`src/rtl/free_ptr_pool.sv`:
```
// free_ptr_pool
//   Free-address pool for the hash-table data RAM. After reset it fills
//   itself with every data-table address (0..DEPTH-1, one per cycle). It then
//   works as a FIFO free list. The delete engine returns addresses to it, and
//   it hands free addresses to the insert engine in show-ahead form.
//
//   Optional feature macro: FREE_PTR_POOL_DOUBLE_FREE_CHECK_EN
//     When defined, a DEPTH-bit map of the addresses currently held is kept.
//     A push of an address that is already free is dropped and sets err_o[2].
//     When undefined, err_o[2] is tied to 0 and duplicate pushes are accepted.
//
// Ports
//   clk_i                   : clock
//   rst_i                   : synchronous reset, active low
//   add_empty_ptr_i         : address being returned to the pool
//   add_empty_ptr_en_i      : single-cycle push strobe (no backpressure)
//   next_empty_ptr_o        : head of the free list, 0 while not valid
//   next_empty_ptr_val_o    : head is valid
//   next_empty_ptr_rd_ack_i : pop the head (ignored while head is not valid)
//   init_done_o             : initial fill is complete
//   free_cnt_o              : number of free addresses held
//   err_o                   : sticky {double_free, overflow, underflow}

`ifndef TABLE_ADDR_WIDTH
`define TABLE_ADDR_WIDTH 4
`endif

module free_ptr_pool #(
  parameter int A_WIDTH = `TABLE_ADDR_WIDTH
) (
  input  logic               clk_i,
  input  logic               rst_i,
  input  logic [A_WIDTH-1:0] add_empty_ptr_i,
  input  logic               add_empty_ptr_en_i,
  output logic [A_WIDTH-1:0] next_empty_ptr_o,
  output logic               next_empty_ptr_val_o,
  input  logic               next_empty_ptr_rd_ack_i,
  output logic               init_done_o,
  output logic [A_WIDTH:0]   free_cnt_o,
  output logic [2:0]         err_o
);

  localparam int               DEPTH     = 2 ** A_WIDTH;
  localparam logic [A_WIDTH:0] FULL_CNT  = {1'b1, {A_WIDTH{1'b0}}};
  localparam logic [A_WIDTH-1:0] LAST_ADDR = '1;

  typedef enum logic {
    INIT_S,
    WORK_S
  } state_t;

  state_t state;
  state_t state_next;

  // Free-list storage; contents are not reset because the fill rewrites them.
  logic [A_WIDTH-1:0] mem [DEPTH];

  logic [A_WIDTH-1:0] wr_ptr;
  logic [A_WIDTH-1:0] rd_ptr;
  logic [A_WIDTH-1:0] init_addr;
  logic [A_WIDTH:0]   cnt;
  logic [2:0]         err;

  logic [A_WIDTH-1:0] head;
  logic               val;
  logic               pop;
  logic               full;
  logic               dup;
  logic               push;
  logic               mem_we;
  logic [A_WIDTH-1:0] mem_waddr;
  logic [A_WIDTH-1:0] mem_wdata;
  logic               err_df;
  logic               err_ovf;
  logic               err_udf;

  assign head = mem[rd_ptr];
  assign full = (cnt == FULL_CNT);

  // Pop qualification is kept outside the FSM block because the duplicate
  // check below depends on it and the FSM block depends on the duplicate check.
  assign val = (state == WORK_S) && (cnt != '0);
  assign pop = val && next_empty_ptr_rd_ack_i;

`ifdef FREE_PTR_POOL_DOUBLE_FREE_CHECK_EN
  logic [DEPTH-1:0] free_map;

  // An address popped in this same cycle is no longer free, so pushing it
  // back is legal.
  assign dup = free_map[add_empty_ptr_i] && !(pop && (head == add_empty_ptr_i));

  always_ff @(posedge clk_i) begin
    if (!rst_i) begin
      free_map <= '0;
    end else if (state == INIT_S) begin
      free_map[init_addr] <= 1'b1;
    end else begin
      // Clear comes first so that a push of the popped address re-sets the bit.
      if (pop) begin
        free_map[head] <= 1'b0;
      end
      if (push) begin
        free_map[add_empty_ptr_i] <= 1'b1;
      end
    end
  end
`else
  assign dup = 1'b0;
`endif

  // Next state and per-cycle controls.
  always_comb begin
    state_next = state;
    push       = 1'b0;
    mem_we     = 1'b0;
    mem_waddr  = wr_ptr;
    mem_wdata  = add_empty_ptr_i;
    err_df     = 1'b0;
    err_ovf    = 1'b0;
    err_udf    = 1'b0;

    unique case (state)
      INIT_S: begin
        mem_we    = 1'b1;
        mem_waddr = init_addr;
        mem_wdata = init_addr;
        // Returned addresses cannot be stored during the fill.
        err_ovf   = add_empty_ptr_en_i;
        if (init_addr == LAST_ADDR) begin
          state_next = WORK_S;
        end
      end

      WORK_S: begin
        err_udf = next_empty_ptr_rd_ack_i && !val;
        if (add_empty_ptr_en_i) begin
          // Double free takes precedence over overflow.
          if (dup) begin
            err_df = 1'b1;
          end else if (full && !pop) begin
            err_ovf = 1'b1;
          end else begin
            push = 1'b1;
          end
        end
        mem_we = push;
      end

      default: begin
        state_next = INIT_S;
      end
    endcase
  end

  always_ff @(posedge clk_i) begin
    if (!rst_i) begin
      state <= INIT_S;
    end else begin
      state <= state_next;
    end
  end

  always_ff @(posedge clk_i) begin
    if (mem_we) begin
      mem[mem_waddr] <= mem_wdata;
    end
  end

  always_ff @(posedge clk_i) begin
    if (!rst_i) begin
      wr_ptr    <= '0;
      rd_ptr    <= '0;
      init_addr <= '0;
      cnt       <= '0;
      err       <= '0;
    end else begin
      if (state == INIT_S) begin
        // After the last fill write both init_addr and wr_ptr wrap to 0.
        init_addr <= init_addr + A_WIDTH'(1);
        wr_ptr    <= wr_ptr + A_WIDTH'(1);
        cnt       <= cnt + (A_WIDTH + 1)'(1);
      end else begin
        if (push) begin
          wr_ptr <= wr_ptr + A_WIDTH'(1);
        end
        if (pop) begin
          rd_ptr <= rd_ptr + A_WIDTH'(1);
        end
        if (push && !pop) begin
          cnt <= cnt + (A_WIDTH + 1)'(1);
        end else if (pop && !push) begin
          cnt <= cnt - (A_WIDTH + 1)'(1);
        end
      end
      err <= err | {err_df, err_ovf, err_udf};
    end
  end

  assign next_empty_ptr_val_o = val;
  assign next_empty_ptr_o     = val ? head : '0;
  assign init_done_o          = (state == WORK_S);
  assign free_cnt_o           = cnt;
  assign err_o                = err;

endmodule

```
`config.mk`:
```
export PLATFORM = sky130hd
export DESIGN_NAME = free_ptr_pool
export DESIGN_NICKNAME = d
export VERILOG_FILES = /design/src/rtl/free_ptr_pool.sv
export SDC_FILE = /design/constraint.sdc
export NUM_CORES = 1
export LEC_CHECK = 0
export ABC_CLOCK_PERIOD_IN_PS = 2150
export CAP_MARGIN = 10
export CORE_ASPECT_RATIO = 1.1
export CORE_MARGIN = 2
export CORE_UTILIZATION = 55
export CTS_BUF_LIST = sky130_fd_sc_hd__clkbuf_4
export DETAILED_ROUTE_END_ITERATION = 10
export PLACE_DENSITY_LB_ADDON = 0.12
export SYNTH_ARGS = -nofsm -noshare
export SYNTH_HDL_FRONTEND = slang
export SYNTH_SLANG_ARGS = --single-unit
```
`constraint.sdc`:
```
create_clock -name clk_i -period 2.15 [get_ports clk_i]
set_input_delay 0.43 -clock clk_i [delete_from_list [all_inputs] [get_ports clk_i]]
set_output_delay 0.43 -clock clk_i [all_outputs]
set_load 0.01 [all_outputs]
```
==> summary.md, run 1 <==
| Metric | Value |
|---|---|
| Top post-synthesis cells by area | edfxtp_1, dfxtp_1, mux4_2 |
| Netlist Area Pre-Place | 0.00374 sq mm |
| CTS Sinks | 88 |
| Failing checks | setup timing |
| Final setup fails | 4 |
| Io pins | 22 |
| Die width | 82.6 um |
| Largest buffer count on any clock path | 2 |
| Startpoint types | register |
| Mapped Nets | about 270 |
| YS warnings | 0 |
| Area occupied by multi-input gates | 0.00132 sq mm |
| Synth top area share | 0.514 |
| CP max stage delay | 500 ps |
| Critical path endpoint category | output port |
| Clock slew at reported path FFs | 140 ps |
| Most frequent cells in the layout | edfxtp_1, buf_4, nor2_1, dfxtp_1, nand2_1 |
| RSZ-0062 raised after global routing | true |
| Final Util | 0.683 |
| FF+latch area | 0.00241 sq mm |
| DR pass1 iterations | 4 |
| FF-to-FF End | mem[8][2]$_DFFE_PP_ |
| Via/cell ratio | 5.50 |
| CTS tree | built |
| Cell variety after synth | 39 |
| Initial antenna violation count | 0 |
| Crit Path Class | reg2out |
| Synthesized instance count | 260 |
| VDD IR max | about 550 uV |
| Post-synth top area cell | edfxtp_1 |
| Hpwl dp | ~4700 um |
| Worst r2r path cells | 9 |
| Fill cells | 490 |
| Crit path DAT | 1930 ps |
| Slew headroom | 0.625 |
| Vias | 2223 |
| Commonest non-fill, non-tap cell in the layout | edfxtp_1 |
| Total GRT Usage | 0.203 |
| Max Cap Violations | 0 |
| Die Ht | 90.5 um |
| CP max FO | 8 |
| Pleak | 0.00161 uW |
| Routability cong. | 0.803 |
| Tmin final | 2360 ps |
| Fmax | 424 MHz |
| Final period utilization | 1.10 |
| Status | complete, but fails checks |
| TNS Setup | -814 ps |
| Cts bufs inserted | 9 |
| Worst-margin pin slew | 562 ps |
| Final Hold Viols | 0 |
| # DRC | 0 |
| CP max stage cell | mux4_2 |
| CP Data Required Time | 1720 ps |
| Largest net degree at the start of global routing | 26 |
| Ant diodes | 0 |
| Setup WS post-layout | -209 ps |
| Flop-to-flop setup slack | 110 ps |
| Power, Total | between 3000 and 4000 uW |
| Synthesis-to-layout area growth | 20.4% |
| Hold Path Class | reg2reg |
| Clk_lat worst skew | 430 ps |
| Initial drt markers | 132 |
| IO buf count | 20 |
| Detail Route Antenna Nets | 0 |
| Critical Path End | next_empty_ptr_o[0] |
| Sequential-to-total area share from yosys stat | 0.642 |
| Pwr Density | 687 mW/mm^2 |
| Crit-path cells | buf_12 > mux4_2 > mux2i_1 > o22ai_1 > buf_2 |
| RR Startpoint | free_cnt_o[0]$_SDFFE_PN0P_ |
| Final net count | 331 |
| Die area | ~0.0075 sq mm |
| Share of layout cells above drive strength 1 | 0.276 |
| Drt total wl | 6870 um |
| Synthesized flop and latch total | 88 |
| GRT overflow | 0 |
| Fin. max-slew vios | 0 |
| H-tree depth | 3 |
| # hold bufs at CTS | 0 |
| Clock Root Buffer | clkbuf_4 |
| Initial Util | 0.567 |
| Clock Skew | 14.1 ps |
| Num rows | 31 |
| Routed len/inst | 17.0 um |
| Vias in the first global route | 2212 |
| Core ar. | 0.00659 sq mm |
| Syn_area_per_cell | 14.4 sq um |
| First-pass GRT wire length | about 11000 um |
## critical path, delay by kind of cell (launching register included)
kind / cells / cell delay, ps
multiplexers: 2 / 700
buffers and inverters: 2 / 280
AO/OA/AOI/OAI: 1 / 90
flip-flops: 1 / 410
## worst min path at each step
stage | start | end | slack (ps) | cells past startpoint
after floorplan | err_o[1]$_SDFF_PN0_ | err_o[1]$_SDFF_PN0_ | 520 | 2
after CTS | err_o[0]$_SDFF_PN0_ | err_o[0]$_SDFF_PN0_ | 510 | 2
after detailed placement | err_o[0]$_SDFF_PN0_ | err_o[0]$_SDFF_PN0_ | 480 | 2
after global placement | err_o[1]$_SDFF_PN0_ | err_o[1]$_SDFF_PN0_ | 480 | 2
after global routing | err_o[0]$_SDFF_PN0_ | err_o[0]$_SDFF_PN0_ | 550 | 2
final | err_o[0]$_SDFF_PN0_ | err_o[0]$_SDFF_PN0_ | 510 | 2
## cells in the mapped netlist
library cell and n:
edfxtp_1 64, nor2_1 29, dfxtp_1 24, nand2_1 17
mux4_2 16, mux2i_1 15, nand2b_1 9, a31oi_1 7
and2_1 7, ha_1 6, inv_1 6, nor2b_1 6
clkbuf_1 5, a21oi_1 4, o22ai_1 4, xnor2_1 4
a21boi_0 3, nor3_1 3, xor2_1 3, a41oi_1 2
and3_1 2, buf_1 2, buf_2 2, mux2_2 2
nand3_1 2, nor4b_1 2, o21ai_0 2, a22oi_1 1
a32oi_1 1, and2b_1 1, buf_4 1, conb_1 1
mux2_4 1, nand4_1 1, o21ai_1 1, o21ai_4 1
o311a_1 1, or3_1 1, or3b_4 1
## timing repair
action	CTS	global route
buffers inserted	3	3
endpoints found under the hold margin	0	0
gates cloned	1	0
setup endpoints to repair	55	47
resized for setup	34	4
pin swaps	3	1
## metrics by stage
step | instances | instance area, sq um | hold slack, ps | setup WS (ps)
final | 404 | 4500 | 507 | -209
after global placement | 381 | 4250 | 482 | -131
after detailed placement | 381 | 4250 | 481 | -163
after floorplan | 260 | 3740 | 524 | 86.5
after global routing | 404 | 4500 | 549 | -314
after CTS | 401 | 4470 | 508 | -246
## final cells by class
class	count	area share
well taps	82	0.0228
flip-flops and latches	88	0.535
clock inverters	6	0.0144
clock buffers	10	0.0167
repair buffers	56	0.114
inverters	6	0.00500
multi-input cells	156	0.292
## state kept, by name, summed over array words and instances (netlist names), named ones only
name	cells
err_o	2
free_cnt_o	5
init_addr	4
init_done_o	1
mem	64
rd_ptr	4
wr_ptr	4
## logic make-up (layout without fill, tap and decap cells)
kind of cell,after synthesis,count (layout),share of synthesized area
flip-flops,88,88,0.642
AO/OA/AOI/OAI,27,27,0.0498
buffers and inverters,16,78,0.0177
multiplexers,34,34,0.147
adder cells (fa/ha/maj),6,6,0.0201
XOR/XNOR,7,7,0.0164
other,1,1,0.00100
AND/OR/NAND/NOR,81,81,0.106
## metal layers
metal / global-route usage / vias up / share of wire / wire length (um)
met1: 0.275 / 1072 / 0.46 / 3160
met3: 0.0420 / 8 / 0.043 / 294
met4: 0.0738 / 0 / 0.014 / 98
li1: - / 1085 / - / -
met2: 0.321 / 58 / 0.48 / 3320
met5: 0 / - / 0 / 0
## power by group
part           switching (uW)  internal, uW  total (uW)  leakage [uW]
Sequential               29.3          1870        1900      0.000792
Clock                     556           376         932     0.0000820
Combinational             131           128         259      0.000732
Total                     717          2380        3090       0.00161
No activity file was read; power rests on OpenSTA's default activity.
==> inputs of run 2 (changes only) <==
==> constraint.sdc (replaced) <==
create_clock -name clk_i -period 2.15 [get_ports clk_i]
set_input_delay 0.215 -clock clk_i [delete_from_list [all_inputs] [get_ports clk_i]]
set_output_delay 0.215 -clock clk_i [all_outputs]
set_load 0.01 [all_outputs]
==> run 2 against run 1 <==
  * The run now ends clean
  * Flip-flop and latch count did not move
  * First-iteration DRC count grew 11%
  * Non-clock buffer count is 18 lower
  * Critical path type unchanged
  * Largest power group unchanged
==> summary.md, run 2 (synthesis results as in run 1) <==
| Metric | Value |
|---|---|
| Status | finished clean |
| Die area | 0.00748 sq mm |
| Hpwl dp | 4640 um |
| GRT overflow | 0 |
| Ant diodes | 0 |
| VDD IR max | 452 uV |
| CP max stage delay | 520 ps |
| Initial drt markers | 146 |
| NetSw | 659 uW |
| Max Cap Violations | 0 |
| Slew headroom | 0.472 |
| Routability cong. | 0.752 |
| Logic pwr share | 0.079 |
| Max FFs per register | 64 |
| Hold Path Class | reg2reg |
| CTS Sinks | about 90 |
| Area occupied by multi-input gates | around 0.0013 sq mm |
| DR pass1 iterations | 4 |
| Initial antenna violation count | 0 |
| RSZ-0062 raised after global routing | true |
| Pre-CTS WS | 32.8 ps |
| Final period utilization | 0.986 |
| Routed len/inst | 17.5 um |
| IO buf count | 20 |
| Post-Layout Inst Area | 0.00438 sq mm |
| Final Hold Viols | 0 |
| Core ar. | roughly 0.0066 sq mm |
| CP Data Required Time | slightly below 2000 ps |
| Clock Root Buffer | clkbuf_4 |
| Seq pwr share | 0.630 |
| Clock slew at reported path FFs | 120 ps |
| Register bank with the most flops | mem |
| Io pins | 22 |
| Clk_lat worst skew | between 400 and 500 ps |
| Critical path endpoint category | output port |
| Post-Place Cells | 369 |
| Die Ht | 90.5 um |
| Commonest non-fill, non-tap cell in the layout | edfxtp_1 |
| Setup WS post-layout | 29.7 ps |
| Clock Skew | between 10 and 15 ps |
| Crit-path cells | buf_12 > mux4_2 > mux2i_2 > o22ai_1 > buf_2 |
| First-pass GRT wire length | ~11000 um |
| Initial Util | 0.567 |
| Die width | 82.6 um |
| Via/cell ratio | 5.68 |
| Most frequent cells in the layout | edfxtp_1, dfxtp_1, nor2_1, nand2_1, mux4_2 |
| Cts bufs inserted | 9 |
| Final Non-Filler Cells | slightly below 400 |
| Startpoint types | register |
| Crit Path Class | reg2out |
| Tmin final | 2120 ps |
| Pleak | 0.00150 uW |
| Fill cells | between 400 and 500 |
| Vias | approximately 2200 |
| Final Util | 0.664 |
| Num rows | 31 |
| Pwr Density | 688 mW/mm^2 |
| CP max stage cell | mux4_2 |
| Share of layout cells above drive strength 1 | 0.260 |
| H-tree depth | 3 |
| Clk pwr share | 0.291 |
| # DRC | 0 |
| P_int | 2360 uW |
| Fin. max-slew vios | 0 |
| Largest net degree at the start of global routing | 34 |
| Drt total wl | between 6000 and 7000 um |
| # hold bufs at CTS | 0 |
| CP max FO | 8 |
| Post-DP Area | 0.00416 sq mm |
| Final setup fails | 0 |
| Worst-margin pin slew | 789 ps |
| FF+latch area | 0.00241 sq mm |
| Net Sw Frac | 0.218 |
| Synthesis-to-layout area growth | 17.1% |
| Detail Route Antenna Nets | 0 |
| Vias in the first global route | 2216 |
| Largest buffer count on any clock path | 2 |
| CTS tree | built |
| Total GRT Usage | 0.207 |
| Crit path DAT | 1910 ps |
| Final net count | 313 |
| Fmax | 472 MHz |
==> run 2: cell types whose count changed in the layout (fill, tap and decap cells not counted), sizes merged <==
cell	before	now
clkinvlp	0	1
clkinv	1	2
clkdlybuf4s15	0	1
inv	10	7
clkbuf	10	11
buf	41	22
==> run 2: what timing repair did <==
item                                    4_1_cts  5_1_grt
gates cloned                                  1        0
pin swaps                                     3        0
setup buffers                                 0        0
endpoints found under the setup margin        5       69
gates resized for setup                      23       19
==> run 2: worst max-delay path, delay by kind of cell (launching register included) <==
family,cells,cell delay [ps]
mux,2,700
flops,1,410
buf+inv,2,290
compound gates,1,90
==> run 2: metal layers <==
| layer | GRT usage | vias to the layer above | wire (um) |
|---|---|---|---|
| met5 | 0 | - | 0 |
| met4 | 0.0779 | 0 | 88 |
| met3 | 0.0340 | 6 | 404 |
| met2 | 0.339 | 65 | 3450 |
| met1 | 0.274 | 1069 | 2800 |
| li1 | - | 1053 | - |
==> run 2: final cells by class <==
class,instances,area share
Sequential cell,88,0.550
Multi-Input combinational cell,156,0.306
Timing Repair Buffer,38,0.0851
Tap cell,82,0.0234
Clock buffer,11,0.0189
Clock inverter,5,0.0114
Inverter,6,0.00514
==> run 2: metrics by stage <==
| stage | hold WS, ps | power (uW) | setup TNS (ps) |
|---|---|---|---|
| floorplan | 366 | 2070 | 0 |
| CTS | 523 | 3030 | -32.0 |
| global route | 562 | 3150 | -282 |
| finish | 519 | 3020 | 0 |
| global placement | 481 | 2160 | 0 |
| detailed placement | 490 | 2160 | 0 |
==> run 2: power groups by stage <==
stage / combinational [uW] / clock, uW / sequential (uW)
finish: 238 / 878 / 1900
global route: 267 / 973 / 1910
CTS: 228 / 901 / 1900
detailed placement: 225 / 0 / 1940
global placement: 220 / 0 / 1940
floorplan: 134 / 0 / 1940
==> run 2: worst paths after layout <==
path / endpoint / start / depth (start not counted) / slack (ps)
setup / recovery: next_empty_ptr_o[3] / register / 5 / 30
hold / removal: err_o[1]$_SDFF_PN0_ / err_o[1]$_SDFF_PN0_ / 2 / 520
setup reg to reg: mem[10][2]$_DFFE_PP_ / free_cnt_o[0]$_SDFFE_PN0P_ / 8 / 100
hold reg to reg: err_o[1]$_SDFF_PN0_ / err_o[1]$_SDFF_PN0_ / 2 / 520
